==> config.mk <==
export PLATFORM = sky130hd
export DESIGN_NAME = fetch_align
export DESIGN_NICKNAME = d
export VERILOG_FILES = /design/src/rtl/fetch_align.sv
export SDC_FILE = /design/constraint.sdc
export NUM_CORES = 1
export LEC_CHECK = 0
export CAP_MARGIN = 30
export CORE_UTILIZATION = 55
export DETAILED_ROUTE_END_ITERATION = 10
export GPL_TIMING_DRIVEN = 0
export HOLD_SLACK_MARGIN = 0.02
export PLACE_DENSITY = 0.84
export SLEW_MARGIN = 10
export SYNTH_ARGS = -nofsm -noshare
export SYNTH_HDL_FRONTEND = slang
export SYNTH_SLANG_ARGS = --single-unit
==> constraint.sdc <==
create_clock -name I_clk -period 10.6 [get_ports I_clk]
set_clock_uncertainty 0.2 [all_clocks]
set_input_delay 2.65 -clock I_clk [delete_from_list [all_inputs] [get_ports I_clk]]
set_output_delay 2.65 -clock I_clk [all_outputs]
set_load 0.02 [all_outputs]
==> src/rtl/fetch_align.sv <==
// fetch_align: instruction fetch / realignment unit feeding the decode stage.
// Fetches word-aligned 32-bit words and buffers them as halfwords. It presents
// one whole instruction per handshake, including 32-bit instructions that
// straddle a word boundary.
// Optional feature macro: COMPRESSED_EN. When defined, 16-bit compressed
// instructions are recognised. When undefined, every instruction is 32-bit and
// any PC with bit1 set raises O_misaligned.
// Ports:
//   I_clk, I_rst         clock, asynchronous active-high reset
//   O_memreq, O_memaddr  one-cycle read request, word-aligned address
//   I_memdata, I_memvalid read response (single outstanding request)
//   O_instr, O_pc, O_valid, I_ready  instruction stream handshake to decode
//   I_redirect, I_target new-PC pulse (flushes the buffer)
//   O_misaligned         redirect/reset target not 4-byte aligned (32-bit only mode)
module fetch_align #(
  parameter logic [31:0] RESET_PC = 32'h0000_0000
) (
  input  logic        I_clk,
  input  logic        I_rst,
  output logic        O_memreq,
  output logic [31:0] O_memaddr,
  input  logic [31:0] I_memdata,
  input  logic        I_memvalid,
  output logic [31:0] O_instr,
  output logic [31:0] O_pc,
  output logic        O_valid,
  input  logic        I_ready,
  input  logic        I_redirect,
  input  logic [31:0] I_target,
  output logic        O_misaligned
);

  localparam int unsigned HW_W  = 16;
  localparam int unsigned CNT_W = 3;
  localparam logic [31:0] RST_PC = RESET_PC & ~32'h1;
  localparam logic [31:0] RST_FA = RESET_PC & ~32'h3;
`ifdef COMPRESSED_EN
  localparam logic RST_MIS = 1'b0;
`else
  localparam logic RST_MIS = RESET_PC[1];
`endif

  typedef enum logic [1:0] {S_IDLE, S_WAIT, S_DROP} state_t;

  state_t            state_q, state_d;
  logic [HW_W-1:0]   hw_q [4];
  logic [HW_W-1:0]   hw_d [4];
  logic [HW_W-1:0]   sh   [4];
  logic [CNT_W-1:0]  cnt_q, cnt_d, rem;
  logic [31:0]       pc_q, pc_d, faddr_q, faddr_d;
  logic              skip_q, skip_d, mis_q, mis_d;
  logic              live_q;
  logic              is32, valid, consume, req, accept;

  // State register
  always_ff @(posedge I_clk or posedge I_rst) begin
    if (I_rst) begin
      state_q <= S_IDLE;
      for (int i = 0; i < 4; i++) hw_q[i] <= '0;
      cnt_q   <= '0;
      pc_q    <= RST_PC;
      faddr_q <= RST_FA;
      skip_q  <= RESET_PC[1];
      mis_q   <= RST_MIS;
      live_q  <= 1'b0;
    end else begin
      state_q <= state_d;
      for (int i = 0; i < 4; i++) hw_q[i] <= hw_d[i];
      cnt_q   <= cnt_d;
      pc_q    <= pc_d;
      faddr_q <= faddr_d;
      skip_q  <= skip_d;
      mis_q   <= mis_d;
      // Holds off the first fetch until the cycle after reset release
      live_q  <= 1'b1;
    end
  end

  // Next-state: consume, append, request and redirect flush
  always_comb begin
    state_d = state_q;
    cnt_d   = cnt_q;
    pc_d    = pc_q;
    faddr_d = faddr_q;
    skip_d  = skip_q;
    mis_d   = mis_q;
    rem     = cnt_q;
    for (int i = 0; i < 4; i++) begin
      hw_d[i] = hw_q[i];
      sh[i]   = hw_q[i];
    end

`ifdef COMPRESSED_EN
    is32  = (hw_q[0][1:0] == 2'b11);
    valid = is32 ? (cnt_q >= CNT_W'(2)) : (cnt_q >= CNT_W'(1));
`else
    is32  = 1'b1;
    valid = !mis_q && (cnt_q >= CNT_W'(2));
`endif
    consume = valid && I_ready && !I_redirect;
    req     = live_q && !mis_q && (state_q == S_IDLE) &&
              (cnt_q <= CNT_W'(2)) && !I_redirect;
    accept  = (state_q == S_WAIT) && I_memvalid && !I_redirect;

    // Shift out the consumed instruction
    if (consume) begin
      if (is32) begin
        sh   = '{hw_q[2], hw_q[3], HW_W'(0), HW_W'(0)};
        rem  = cnt_q - CNT_W'(2);
        pc_d = pc_q + 32'd4;
      end else begin
        sh   = '{hw_q[1], hw_q[2], hw_q[3], HW_W'(0)};
        rem  = cnt_q - CNT_W'(1);
        pc_d = pc_q + 32'd2;
      end
    end

    // Append the response behind whatever remains after the shift
    for (int i = 0; i < 4; i++) begin
      hw_d[i] = sh[i];
      if (accept) begin
        if (skip_q) begin
          if (CNT_W'(i) == rem) hw_d[i] = I_memdata[31:16];
        end else begin
          if (CNT_W'(i) == rem)            hw_d[i] = I_memdata[15:0];
          if (CNT_W'(i) == rem + CNT_W'(1)) hw_d[i] = I_memdata[31:16];
        end
      end
    end

    if (accept) begin
      cnt_d  = rem + (skip_q ? CNT_W'(1) : CNT_W'(2));
      skip_d = 1'b0;
    end else begin
      cnt_d  = rem;
    end

    if (req) faddr_d = faddr_q + 32'd4;

    case (state_q)
      S_IDLE:  if (req) state_d = S_WAIT;
      S_WAIT:  if (I_memvalid) state_d = S_IDLE;
               else if (I_redirect) state_d = S_DROP;
      S_DROP:  if (I_memvalid) state_d = S_IDLE;
      default: state_d = S_IDLE;
    endcase

    // Redirect flushes the buffer; a response racing it is discarded above
    if (I_redirect) begin
      cnt_d   = '0;
      pc_d    = I_target & ~32'h1;
      faddr_d = I_target & ~32'h3;
      skip_d  = I_target[1];
`ifdef COMPRESSED_EN
      mis_d   = 1'b0;
`else
      mis_d   = I_target[1];
`endif
    end
  end

  assign O_valid      = valid;
  assign O_instr      = is32 ? {hw_q[1], hw_q[0]} : {16'h0000, hw_q[0]};
  assign O_pc         = pc_q;
  assign O_memreq     = req;
  assign O_memaddr    = faddr_q;
  assign O_misaligned = mis_q;

endmodule
==> reports/metrics.yaml, run 1 <==
cells_and_area:
  fillers: 1155
  final_area_um2: 11300
  antenna_cells: 0
  nets: 1200
  regArea_um2: 3330
  synthToLayoutAreaGrowth_pct: 28.5
  drive_gt1_share_pct: 14.1
  multi_input_area_um2: 4800
  final_cells: 1350
grt:
  grt_pass1_vias: 8202
  grt_pass1_wl_um: 45400
  grtUsageTotal_pct: 36.1
  antenna_found_initial: 0
  grt_max_degree: 74
  grt-ovfl-total: 0
cts:
  clkSinkCount: 133
  htreeDepth: 4
  cts_resized: 0
  clk_pin_slew_ns: 0.05
  cts_hold_buf: 0
  cts_tree: "done"
  insertion_delay_ns: 0.43
  post_cts_buffers: 0
  cts_made_buffers: 17
  cts_max_path_buffers: 2
  cts_root_buf: "clkbuf_16"
synth:
  syn-instance-count: 942
  syn_area_per_cell_um2: 9.37
  synth.ff_latch_count: 133
  synth_edf_count: 0
  ys_types: 82
  synth-seq-area-share_pct: 37.7
  yosys_warnings: 0
  synth_flop_cell: "dfrtp_1"
  syn_area_um2: 8820
  postSynth.asyncResetShare_pct: 100
placed_design:
  place_congestion: 0.940
  place_inst: 1318
  dp_hpwl_um: 20700
  io_buffers: 162
  placed_area_um2: 10800
worst_setup_path:
  worstSetupEndpointType: "output port"
  path_class: "primary input to output port"
  crit_top_cell: "clkdlybuf4s50_1"
  worstPathCellList: "clkdlybuf4s50_1 -> buf_2 -> buf_1 -> clkbuf_1 -> nor2_1 -> clkdlybuf4s50_1"
  arrival_ns: 5.11
  cp_max_fo: 10
  cp_slowest_cell: "clkdlybuf4s50_1"
  required_ns: 7.75
  critPathLaunchType: "primary input"
  worst_path_largest_cell_delay_ns: 0.63
sta:
  slew_violations: 0
  period_needed_ns: 7.96
  worst_slew_pin_slew_ns: 0.907
  setup_viol: 0
  hold_viol: 0
  relSlewSlack_pct: 38.9
  hold_ws_ns: 0.291
  fmax_mhz: 126
  tns_ns: 0
  rsz0062_at_grt: "false"
  period_share_pct: 75.1
floorplan:
  ios: 168
  dieWidth_um: 129
  fp.dieH_um: 129
  rows: 45
  initial_core_util_pct: 57.2
  die-area_um2: 16600
  core_um2: 15400
detailed_routing:
  drtIter0Drc: 1254
  antenna_left: 0
  drt_first_pass_iters: 6
  remaining_drc_errors: 0
  routedWlPerCell_um: 21.5
  routed_wl_um: 29000
  viasPerCell: 6.43
  vias: 8679
power:
  p_leak_nw: 4.53
  ir_worst_vdd_mv: 0.115
  switchingPower_mw: 0.661
  switching_share_pct: 33.6
  pwr-share-seq_pct: 34.3
  pwr_density_cell_nw_per_um2: 173
  power_frac_clock_pct: 30.2
  pwr-share-comb_pct: 35.6
  p_int_mw: 1.30
min_path:
  hold_class: "flop to flop"
job:
  drv_cap: 0
status:
  outcome: "finished clean"
==> cell usage in the layout, fill, tap and decap left out, types with 39 or more instances in the layout <==
cell               n
clkdlybuf4s50_1  162
dfrtp_1          133
nand2_1           65
nand3_1           56
nor2_1            46
mux2i_1           44
o21ai_0           42
mux2_2            40
clkbuf_1          40
a21oi_1           39
==> cell families after synthesis <==
family / after synthesis / share of synthesized area, %
flops: 133 / 37.7
compound gates: 244 / 20.6
xor+xnor: 47 / 4.66
buf+inv: 138 / 7.94
fa+ha+maj: 5 / 0.794
mux: 87 / 10.6
simple gates: 286 / 17.6
other cells: 2 / 0.0851
==> layout make-up <==
| type | count | share of cell area [%] |
|---|---|---|
| Clock inverter | 11 | 1.11 |
| Clock buffer | 21 | 4.06 |
| Sequential cell | 133 | 29.4 |
| Buffer | 97 | 4.82 |
| Tap cell | 211 | 2.33 |
| Multi-Input combinational cell | 673 | 42.4 |
| Timing Repair Buffer | 163 | 14.5 |
| Inverter | 41 | 1.40 |
==> power groups by stage <==
stage | registers, mW | clock network, mW | logic [mW]
finish | 0.673 | 0.593 | 0.699
global route | 0.682 | 0.619 | 0.743
CTS | 0.669 | 0.593 | 0.693
detailed placement | 0.676 | 0 | 0.687
global placement | 0.673 | 0 | 0.672
floorplan | 0.683 | 0 | 0.405
==> worst max-delay path: cells and delay by family <==
| family | cells | cell delay [ns] |
|---|---|---|
| simple gates | 1 | 0.14 |
| buf+inv | 5 | 2.32 |
==> metal layers <==
| layer | GRT usage (%) | vias to the layer above | routed length (um) |
|---|---|---|---|
| met5 | 0 | - | 0 |
| met4 | 12.1 | 0 | 716 |
| met3 | 12.3 | 70 | 3660 |
| met2 | 54.7 | 583 | 13000 |
| met1 | 48.4 | 4189 | 11700 |
| li1 | - | 3837 | - |
==> cells in the mapped netlist, drive strengths merged, types with 3 or more instances <==
master / n / share of area [%]
a211oi: 3 / 0.26
a21boi: 8 / 0.68
a21o: 8 / 0.68
a21oi: 40 / 2.4
a221o: 14 / 1.6
a221oi: 4 / 0.47
a222oi: 6 / 0.68
a22o: 3 / 0.30
a31oi: 7 / 0.67
a32o: 3 / 0.34
and2: 5 / 0.35
and3: 10 / 0.71
and4: 11 / 1.1
buf: 59 / 4.6
clkbuf: 38 / 1.6
clkinv: 3 / 0.13
dfrtp: 133 / 38
ha: 4 / 0.57
inv: 38 / 1.6
mux2: 42 / 5.4
mux2i: 45 / 5.2
nand2: 66 / 2.9
nand2b: 11 / 0.78
nand3: 56 / 3.2
nand4: 14 / 0.99
nor2: 46 / 2.0
nor2b: 4 / 0.28
nor3: 24 / 1.4
nor3b: 7 / 0.71
nor4: 13 / 1.3
nor4b: 5 / 0.74
o211ai: 8 / 0.79
o21a: 15 / 1.3
o21ai: 46 / 2.7
o221a: 10 / 1.3
o221ai: 11 / 1.1
o22ai: 8 / 0.57
o2bb2ai: 15 / 1.5
o31ai: 17 / 1.4
o32ai: 4 / 0.40
or2: 4 / 0.28
xnor2: 33 / 3.3
xor2: 14 / 1.4
==> through the flow <==
| step | power, mW | setup slack, ns | utilization, % |
|---|---|---|---|
| 6_report | 1.96 | 2.64 | 73.5 |
| 5_1_grt | 2.04 | 2.52 | 73.5 |
| 4_1_cts | 1.96 | 2.67 | 73.5 |
| 3_5_place_dp | 1.36 | 2.70 | 69.7 |
| 3_3_place_gp | 1.35 | 2.21 | 69.5 |
| 2_1_floorplan | 1.09 | 4.20 | - |
==> path summary, 6_finish.rpt <==
check / startpoint / end / slack (ns) / cells after the start
min reg2reg: hw_q[26]$_DFF_PP0_ / hw_q[26]$_DFF_PP0_ / 0.29 / 1
min in group asynchronous: I_rst / O_memaddr[30]$_DFFE_PP0N_ / 2.52 / 2
min: hw_q[26]$_DFF_PP0_ / hw_q[26]$_DFF_PP0_ / 0.29 / 1
max in group asynchronous: I_rst / O_instr[5]$_DFF_PP0_ / 6.92 / 3
max reg2reg: cnt_q[2]$_DFF_PP0_ / hw_q[28]$_DFF_PP0_ / 6.89 / 10
max: I_redirect / O_memreq / 2.64 / 6
==> sequential cells by signal (all words and copies together), names as in the netlist <==
register      flops
O_instr          32
hw_q             32
O_pc             31
O_memaddr        30
cnt_q             3
state_q           2
O_misaligned      1
live_q            1
skip_q            1
Power figures use the tool's default switching activity.
==> run 2: changes to the inputs <==
- CORE_UTILIZATION: 55 -> 53
- PLACE_DENSITY: 0.84 -> 0.81
- clock period: 10.6 -> 8 ns (I/O delays scaled with it)
==> reports/metrics.yaml, run 2 (synthesis results as in run 1) <==
job:
  drv_cap: 0  # unchanged
detailed_routing:
  drt_first_pass_iters: 7  # was 6
  routed_wl_um: 28600  # was 29000 um
  remaining_drc_errors: 0  # unchanged
  antenna_left: 0  # unchanged
  vias: 8608  # was 8679
  viasPerCell: 6.35  # was 6.43
  routedWlPerCell_um: 21.1  # was 21.5 um
  drtIter0Drc: 953  # was 1254
worst_setup_path:
  worstSetupEndpointType: "output port"  # unchanged
  cp_slowest_cell: "clkdlybuf4s50_1"  # unchanged
  reg2reg_from: "cnt_q[2]$_DFF_PP0_"  # unchanged
  worst_path_largest_cell_delay_ns: 0.62  # was 0.63 ns
  path_class: "primary input to output port"  # unchanged
  r2r-end: "hw_q[27]$_DFF_PP0_"  # was hw_q[28]$_DFF_PP0_
  cp_num_buf_inv: 5  # unchanged
  cp_max_fo: 10  # unchanged
  arrival_ns: 4.50  # was 5.11 ns
  cp_top_family: "buffers and inverters"  # unchanged
  crit_top_cell: "clkdlybuf4s50_1"  # unchanged
  worstPathCellList: "clkdlybuf4s50_1 -> buf_2 -> buf_1 -> clkbuf_1 -> nor2_1 -> clkdlybuf4s50_1"  # unchanged
  ff2ff_setup_slack_ns: 4.42  # was 6.89 ns
  required_ns: 5.80  # was 7.75 ns
  critPathLaunchType: "primary input"  # unchanged
  reg2reg_depth: 10  # unchanged
power:
  ir_worst_vdd_mv: 0.176  # was 0.115 mV
  switching_share_pct: 33.5  # was 33.6%
  pwr_density_cell_nw_per_um2: 231  # was 173 nW/um2
  switchingPower_mw: 0.880  # was 0.661 mW
  p_int_mw: 1.75  # was 1.30 mW
  pwr-share-seq_pct: 33.7  # was 34.3%
  power_frac_clock_pct: 31.0  # was 30.2%
  p_leak_nw: 4.53  # about the same
  pwr-share-comb_pct: 35.3  # was 35.6%
floorplan:
  core_um2: 16100  # was 15400 um2
  rows: 46  # was 45
  dieWidth_um: 131  # was 129 um
  die-area_um2: 17200  # was 16600 um2
  initial_core_util_pct: 55.0  # was 57.2%
  ios: 168  # unchanged
  fp.dieH_um: 131  # was 129 um
cells_and_area:
  synthToLayoutAreaGrowth_pct: 28.7  # was 28.5%
  fillers: 1225  # was 1155
  final_area_um2: 11400  # was 11300 um2
  utilization_pct: 70.7  # was 73.5%
  drive_gt1_share_pct: 14.3  # was 14.1%
  layout_common_cells: "clkdlybuf4s50_1 (162), dfrtp_1 (133), nand2_1 (65)"  # unchanged
  antenna_cells: 0  # unchanged
  final_common_cell: "clkdlybuf4s50_1"  # unchanged
  nets: 1200  # unchanged
min_path:
  hold_end: "hw_q[26]$_DFF_PP0_"  # unchanged
  hold_class: "flop to flop"  # unchanged
  hold_depth: 1  # unchanged
  min_from: "hw_q[26]$_DFF_PP0_"  # unchanged
status:
  outcome: "finished clean"  # unchanged
sta:
  hold_ws_ns: 0.288  # was 0.291 ns
  slew_violations: 0  # unchanged
  relSlewSlack_pct: 38.6  # was 38.9%
  fmax_mhz: 149
  setup_viol: 0  # unchanged
  period_needed_ns: 6.70
  rsz0062_at_grt: "false"  # unchanged
  setup_slack_ns: 1.30  # was 2.64 ns
  worst_slew_pin_slew_ns: 0.912  # was 0.907 ns
  period_share_pct: 83.7
  hold_viol: 0  # unchanged
  tns_ns: 0  # unchanged
cts:
  cts_made_buffers: 17  # unchanged
  post_cts_buffers: 0  # unchanged
  clkSinkCount: 133  # unchanged
  clk_pin_slew_ns: 0.06  # was 0.05 ns
  cts_tree: "done"  # unchanged
  cts_max_path_buffers: 2  # unchanged
  cts_hold_buf: 0  # unchanged
  insertion_delay_ns: 0.43  # about the same
  htreeDepth: 4  # unchanged
  cts_root_buf: "clkbuf_16"  # unchanged
  cts_resized: 0  # unchanged
placed_design:
  dp_hpwl_um: 20600  # was 20700 um
  placed_area_um2: 10800  # about the same
  io_buffers: 162  # unchanged
  place_congestion: 0.967  # was 0.940
  post-place-ws_ns: 1.39  # was 2.70 ns
grt:
  antenna_found_initial: 1  # was 0
  grt_max_degree: 84  # was 74
  grtUsageTotal_pct: 34.6  # was 36.1%
  grt-ovfl-total: 0  # unchanged
  grt_pass1_wl_um: 44600  # was 45400 um
  grt_pass1_vias: 8191  # was 8202
-- run 2: cell count changes in the layout (fill, tap and decap cells not counted) --
| cell | change |
|---|---|
| bufinv_16 | +1 |
| clkbuf_1 | -2 |
| clkbuf_8 | -1 |
| clkinv_2 | +3 |
| clkinv_4 | -2 |
| clkinvlp_4 | +2 |
| inv_6 | -1 |
-- run 2: metal layers --
metal	vias up	global-route usage, %	routed length [um]
met5	-	0	16
met4	2	14.5	700
met3	71	8.71	3310
met2	524	51.1	12700
met1	4180	48.3	11900
li1	3831	-	-
-- run 2: cell type report --
type	instances	area, um2	area share (%)
multi-input cells	673	4800	42.3
flip-flops and latches	133	3330	29.3
repair buffers	163	1650	14.5
plain buffers	97	547	4.81
clock buffers	18	439	3.87
well taps	216	270	2.38
clock inverters	14	160	1.41
inverters	41	159	1.40
-- run 2: through the flow --
stage / instances / power, mW
2_1_floorplan: 944 / 1.44
3_3_place_gp: 1322 / 1.79
3_5_place_dp: 1323 / 1.81
4_1_cts: 1355 / 2.62
5_1_grt: 1355 / 2.74
6_report: 1355 / 2.63
-- run 2: power groups by stage --
| stage | Combinational (mW) | Clock [mW] | Sequential, mW |
|---|---|---|---|
| floorplan | 0.536 | 0 | 0.905 |
| global placement | 0.896 | 0 | 0.891 |
| global route | 0.993 | 0.844 | 0.900 |
| finish | 0.927 | 0.814 | 0.886 |
| detailed placement | 0.914 | 0 | 0.894 |
| CTS | 0.920 | 0.813 | 0.885 |
-- run 2: worst register-to-register path, stage by stage, from the launching register on --
cell and delay [ns]:
dfrtp_1 0.32, clkbuf_1 0.30, inv_1 0.12, ha_1 0.23
buf_2 0.21, nor4b_2 0.52, mux2i_1 0.62, clkbuf_1 0.46
o31ai_1 0.15, o21ai_0 0.22, o2bb2ai_1 0.14
-- run 2: worst max-delay path by stage --
stage,to,cells past startpoint,from
finish,O_memreq,6,I_redirect
global route,O_memreq,6,I_redirect
CTS,O_memreq,6,I_redirect
detailed placement,O_memreq,6,I_redirect
global placement,O_instr[13]$_DFF_PP0_,2,I_rst
floorplan,O_instr[0]$_DFF_PP0_,1,I_rst
==> run 3: changes to the inputs <==
- clock period: 8 -> 6.2 ns (I/O delays scaled with it)
==> results of run 3 <==
Same layout as run 2 (identical final DEF). Status: finished clean.
Main changes from that run: setup slack after placement 1.39 ns -> 0.490 ns; setup slack after layout 1.30 ns -> 0.400 ns; register-to-register setup slack 4.42 ns -> 2.62 ns; total power 2.63 mW -> 3.39 mW; worst IR drop on VDD 0.176 mV -> 0.227 mV
